[src/rtl/imem_loader.sv]
// Instruction-memory loader: turns a byte stream (16-bit LE word count + LE 32-bit words) into RAM writes.
// Latency: one cycle from acceptance of a word's 4th byte to its we pulse; done rises one cycle after the last we.
// Backpressure: none while loading (byte_ready=1 in HDR0/HDR1/DATA); byte_ready=0 in IDLE/DONE/ERR.
//
// Ports:
//   clk, reset_n        single rising-edge clock, synchronous active-low reset
//   start, abort        load control: start a new load / abandon the current one
//   byte_valid/_data    incoming stream byte, byte_ready accepts it
//   we, wa, wd          registered RAM write port (wa word-aligned byte address)
//   cpu_reset           holds the processor in reset while a load is pending or failed
//   done, err           status levels of the last load
//   word_count          words written so far in the current/last load

module imem_loader #(
  parameter int DEPTH = 128,
  parameter int CW    = 16
) (
  input  logic          clk,
  input  logic          reset_n,
  input  logic          start,
  input  logic          abort,
  input  logic          byte_valid,
  input  logic [7:0]    byte_data,
  output logic          byte_ready,
  output logic          we,
  output logic [31:0]   wa,
  output logic [31:0]   wd,
  output logic          cpu_reset,
  output logic          done,
  output logic          err,
  output logic [CW-1:0] word_count
);

  typedef enum logic [2:0] {
    S_IDLE = 3'd0,
    S_HDR0 = 3'd1,
    S_HDR1 = 3'd2,
    S_DATA = 3'd3,
    S_DONE = 3'd4,
    S_ERR  = 3'd5
  } state_t;

  localparam logic [CW-1:0] DEPTH_C = CW'(DEPTH);

  state_t        state_q, state_d;
  logic [CW-1:0] n_q, n_d;        // header word count
  logic [1:0]    lane_q, lane_d;  // byte lane of the next data byte
  logic [23:0]   asm_q, asm_d;    // lanes 0..2 of the word being assembled
  logic          we_q, we_d;
  logic [31:0]   wa_q, wa_d;
  logic [31:0]   wd_q, wd_d;
  logic [CW-1:0] wc_q, wc_d;

  logic          loading;
  logic          accept;
  logic [CW-1:0] hdr_full;
  logic          last_written;

  // Loading states are the only ones that take bytes.
  assign loading  = (state_q == S_HDR0) || (state_q == S_HDR1) || (state_q == S_DATA);
  assign accept   = byte_valid && loading;

  // Complete header as it will be once the HDR1 byte lands.
  assign hdr_full = {byte_data, n_q[7:0]};

  // The final write has just been presented on the RAM port; finishing one
  // cycle later keeps done (and cpu_reset release) strictly after the last we.
  assign last_written = we_q && (wc_q == n_q);

  always_comb begin
    state_d = state_q;
    n_d     = n_q;
    lane_d  = lane_q;
    asm_d   = asm_q;
    we_d    = 1'b0;
    wa_d    = wa_q;
    wd_d    = wd_q;
    wc_d    = wc_q;

    case (state_q)
      S_IDLE, S_DONE, S_ERR: begin
        if (start) begin
          state_d = S_HDR0;
          wc_d    = '0;
          lane_d  = 2'd0;
          n_d     = '0;
          asm_d   = '0;
        end
      end

      S_HDR0: begin
        if (abort) begin
          state_d = S_ERR;
        end else if (accept) begin
          n_d[7:0] = byte_data;
          state_d  = S_HDR1;
        end
      end

      S_HDR1: begin
        if (abort) begin
          state_d = S_ERR;
        end else if (accept) begin
          n_d[15:8] = byte_data;
          if (hdr_full == '0) begin
            state_d = S_DONE;
          end else if (hdr_full > DEPTH_C) begin
            state_d = S_ERR;
          end else begin
            state_d = S_DATA;
          end
        end
      end

      S_DATA: begin
        if (abort) begin
          // Partial word is dropped; a write already registered still goes out.
          state_d = S_ERR;
          lane_d  = 2'd0;
        end else if (last_written) begin
          state_d = S_DONE;
        end else if (accept) begin
          case (lane_q)
            2'd0: begin
              asm_d[7:0] = byte_data;
              lane_d     = 2'd1;
            end
            2'd1: begin
              asm_d[15:8] = byte_data;
              lane_d      = 2'd2;
            end
            2'd2: begin
              asm_d[23:16] = byte_data;
              lane_d       = 2'd3;
            end
            default: begin
              // Lane 3 comes straight from the bus so the write issues next cycle.
              we_d   = 1'b1;
              wd_d   = {byte_data, asm_q};
              wa_d   = 32'({wc_q, 2'b00});
              wc_d   = wc_q + 1'b1;
              lane_d = 2'd0;
            end
          endcase
        end
      end

      default: begin
        state_d = S_IDLE;
      end
    endcase
  end

  always_ff @(posedge clk) begin
    if (!reset_n) begin
      state_q <= S_IDLE;
      n_q     <= '0;
      lane_q  <= 2'd0;
      asm_q   <= '0;
      we_q    <= 1'b0;
      wa_q    <= '0;
      wd_q    <= '0;
      wc_q    <= '0;
    end else begin
      state_q <= state_d;
      n_q     <= n_d;
      lane_q  <= lane_d;
      asm_q   <= asm_d;
      we_q    <= we_d;
      wa_q    <= wa_d;
      wd_q    <= wd_d;
      wc_q    <= wc_d;
    end
  end

  assign byte_ready = loading;
  assign we         = we_q;
  assign wa         = wa_q;
  assign wd         = wd_q;
  assign word_count = wc_q;
  assign done       = (state_q == S_DONE);
  assign err        = (state_q == S_ERR);
  // A failed load keeps the processor held; only IDLE and DONE release it.
  assign cpu_reset  = loading || (state_q == S_ERR);

endmodule

[config.mk]
export PLATFORM = sky130hd
export DESIGN_NAME = imem_loader
export DESIGN_NICKNAME = d
export VERILOG_FILES = /design/src/rtl/imem_loader.sv
export SDC_FILE = /design/constraint.sdc
export NUM_CORES = 1
export LEC_CHECK = 0
export CAP_MARGIN = 0
export CORE_ASPECT_RATIO = 2
export CORE_UTILIZATION = 55
export DETAILED_ROUTE_END_ITERATION = 10
export GPL_ROUTABILITY_DRIVEN = 0
export PLACE_DENSITY = 0.95
export SLEW_MARGIN = 20
export SYNTH_ARGS = -nofsm -noshare
export SYNTH_HDL_FRONTEND = slang
export SYNTH_SLANG_ARGS = --single-unit
[constraint.sdc]
create_clock -name clk -period 3.95 [get_ports clk]
set_clock_uncertainty 0.2 [all_clocks]
set_input_delay 0.79 -clock clk [delete_from_list [all_inputs] [get_ports clk]]
set_output_delay 0.79 -clock clk [all_outputs]
set_load 0.01 [all_outputs]
==> reports/metrics.cfg <==
[layout]
finish.utilization_pct=68.1
fillers=660
syn2layout_area_growth_pct=21.0
drive_gt1_share_pct=5.54
nNetsFinal=645
antennaDiodeCount=0

[grt]
grt_pass1_vias=4473
gr-usage-all-layers_pct=29.9
grt-ovfl-total=0
antenna_found_initial=0
grt_start_max_net_pins=70
grt_pass1_wl_mm=20.7

[worst_setup_path]
startpoint_type=input pin
required_ps=4000
critical_path.startpoint=start
rr_worst_depth=5
cp_max_fo=36
crit_path_end_kind=register
crit_type=input pin to register
r2r_start=state_q[1]
worstPathArrival_ps=3270
endpoint=wa[2]
r2r_slack_ps=1120
regToRegEndpoint=word_count[5]

[timing]
rsz0062_at_grt=false
layout_worst_path_cycle_share_pct=81.5
setup_viol=0
max_freq_mhz=310
slew_headroom_pct=38.0
period_minus_slack_ps=3220
hold_viol=0
fin_tns_setup_ps=0
slew_viol_final=0
tightest_slew_ps=930

[floorplan]
fp.dieW_um=68.3
core_area_um2=8590
start_util_pct=56.3
io_pins=98
std_cell_rows=48
die_area_um2=9190
die_h_um=135

[synthesis]
ys_ff_latch=110
syn_inst=565
synth_ff_type=dfxtp_1
ys_warn_count=0
seq_area_frac_synth_pct=45.5
avgSynthCellArea_um2=8.56
synth_cell_types=54
synth_edf_count=0
synthesis.area_um2=4840
async_flop_share_pct=0

[detailed_routing]
dr.pass1.iters=6
drt_wl_total_mm=12.7
top_layer=met4
drtIter0Drc=409
wire_per_inst_um=17.3
wl_met2_mm=6.82
dr_wl_met3_um=705
via_per_inst=6.08
drc=0
num_vias=4450
final_antenna_net_count=0
met1Wirelength_mm=4.24

[place]
port_buffers=81
dp_hpwl_mm=9.30

[clock_network]
worstSkewPairLatency_ps=350
clockBufferDepth=2
cts_resized=0
numCtsBuffers=9
htree_levels=3
root_buffer=clkbuf_16
numClockSinks=110
holdBufCountCts=0
postCtsSetupBuffers=0
clkTransAtPathRegs_ps=70
cts_tree=done

[flow_run]
cap_violations=0

[power]
power_leakage_nw=2.39
powerDensity_nw_per_um2=460
ir_drop_uv=337

[outcome]
status=finished clean

[hold_path]
hold_class=register to register

kinds of logic (layout without fill, tap and decap cells):
group | count (synthesis) | in the layout | synth area share, %
xor gates and xnor gates | 18 | 18 | 3.26
AOI/OAI and AO/OA | 115 | 115 | 14.4
DFF | 110 | 110 | 45.5
other | 1 | 16 | 0.0775
muxes | 37 | 37 | 7.68
and+or+nand+nor | 222 | 222 | 21.2
adders and majority gates | 5 | 5 | 1.29
buffers and inverters | 57 | 109 | 6.55
cell usage after synthesis, drive strengths merged, types with 3 or more instances:
cell type | number | share of area [%]
o31ai | 4 | 0.91
ha | 5 | 1.3
or4 | 4 | 0.62
a21oi | 43 | 4.5
buf | 31 | 4.5
nand3 | 36 | 3.7
clkbuf | 21 | 1.7
o21ai | 23 | 2.5
mux2i | 36 | 7.5
xor2 | 12 | 2.2
nand2b | 4 | 0.52
xnor2 | 6 | 1.1
or3 | 5 | 0.65
nand2 | 102 | 8.1
a31o | 3 | 0.54
o22ai | 26 | 3.4
inv | 4 | 0.31
dfxtp | 110 | 46
nand4 | 3 | 0.39
nor4 | 4 | 0.65
nor3 | 10 | 1.0
o21a | 3 | 0.47
and3 | 10 | 1.4
nor2 | 33 | 2.6
a31oi | 3 | 0.39
and2 | 4 | 0.52
worst min path at each step:
stage | startpoint | endpoint | slack (ps) | depth (start not counted)
after floorplan | n_q[10] | n_q[10] | 240 | 2
after global placement | wd[16] | wd[16] | 250 | 2
after detailed placement | asm_q[7] | wd[7] | 260 | 2
after CTS | asm_q[7] | wd[7] | 270 | 2
after global routing | wd[21] | wd[21] | 290 | 2
final | wd[20] | wd[20] | 270 | 2
report_power, final:
| part | total (mW) | switching (mW) | leakage [nW] | internal (mW) |
|---|---|---|---|---|
| registers | 1.21 | 0.0624 | 0.887 | 1.14 |
| clock network | 0.835 | 0.406 | 0.136 | 0.429 |
| logic | 0.649 | 0.429 | 1.37 | 0.220 |
| total | 2.69 | 0.898 | 2.39 | 1.79 |
flip-flops by register name, indices dropped and copies added, names as in the netlist:
name        count
we              1
wd             32
n_q            16
state_q         3
word_count     16
lane_q          2
wa             16
asm_q          24
worst max-delay path: stages:
cell             delay, ps
clkdlybuf4s50_1        540
nor2b_1                360
nand2_1                150
nand2_1                140
o21a_1                 420
nand2_4                440
a221oi_1               420
cell type report:
cell class,instances,area (µm²),share of cell area (%)
tap,100,125,2.14
multi-input combinational,413,2370,40.6
timing repair buffer,88,858,14.7
sequential,110,2200,37.6
clock buffer,9,225,3.85
clock inverter,7,48.8,0.834
inverter,5,18.8,0.321
stage by stage:
step	instance area (µm²)	power [mW]	instances	worst slack [ps]	hold WS, ps
finish	5850	2.69	732	729	270
global route	5850	2.80	732	567	292
CTS	5850	2.68	732	802	274
detailed placement	5580	1.86	716	427	261
global placement	5580	1.84	716	620	246
floorplan	4890	1.68	580	1450	243
cell usage in the layout, fill, tap and decap left out, types with 4 or more instances in the layout:
| cell type | synthesis | routed |
|---|---|---|
| a21oi_1 | 43 | 43 |
| xnor2_1 | 6 | 6 |
| and2_1 | 4 | 4 |
| nand2b_1 | 4 | 4 |
| nor3_1 | 10 | 10 |
| buf_4 | 16 | 7 |
| ha_1 | 5 | 5 |
| o21ai_0 | 19 | 19 |
| nand3_1 | 36 | 36 |
| or4_1 | 4 | 4 |
| o22ai_1 | 26 | 26 |
| nand2_1 | 101 | 101 |
| conb_1 | 1 | 16 |
| nor2_1 | 33 | 33 |
| and3_1 | 9 | 9 |
| clkdlybuf4s50_1 | 0 | 80 |
| xor2_1 | 12 | 12 |
| clkbuf_16 | 0 | 9 |
| or3_1 | 5 | 5 |
| mux2i_1 | 36 | 36 |
| dfxtp_1 | 110 | 110 |
per-layer routing:
| layer | global-route usage [%] | vias up |
|---|---|---|
| li1 | - | 2070 |
| met1 | 29.7 | 2079 |
| met2 | 51.4 | 231 |
| met3 | 5.24 | 70 |
| met4 | 24.3 | 0 |
| met5 | 0 | - |
No activity file was read; power rests on OpenSTA's default activity.
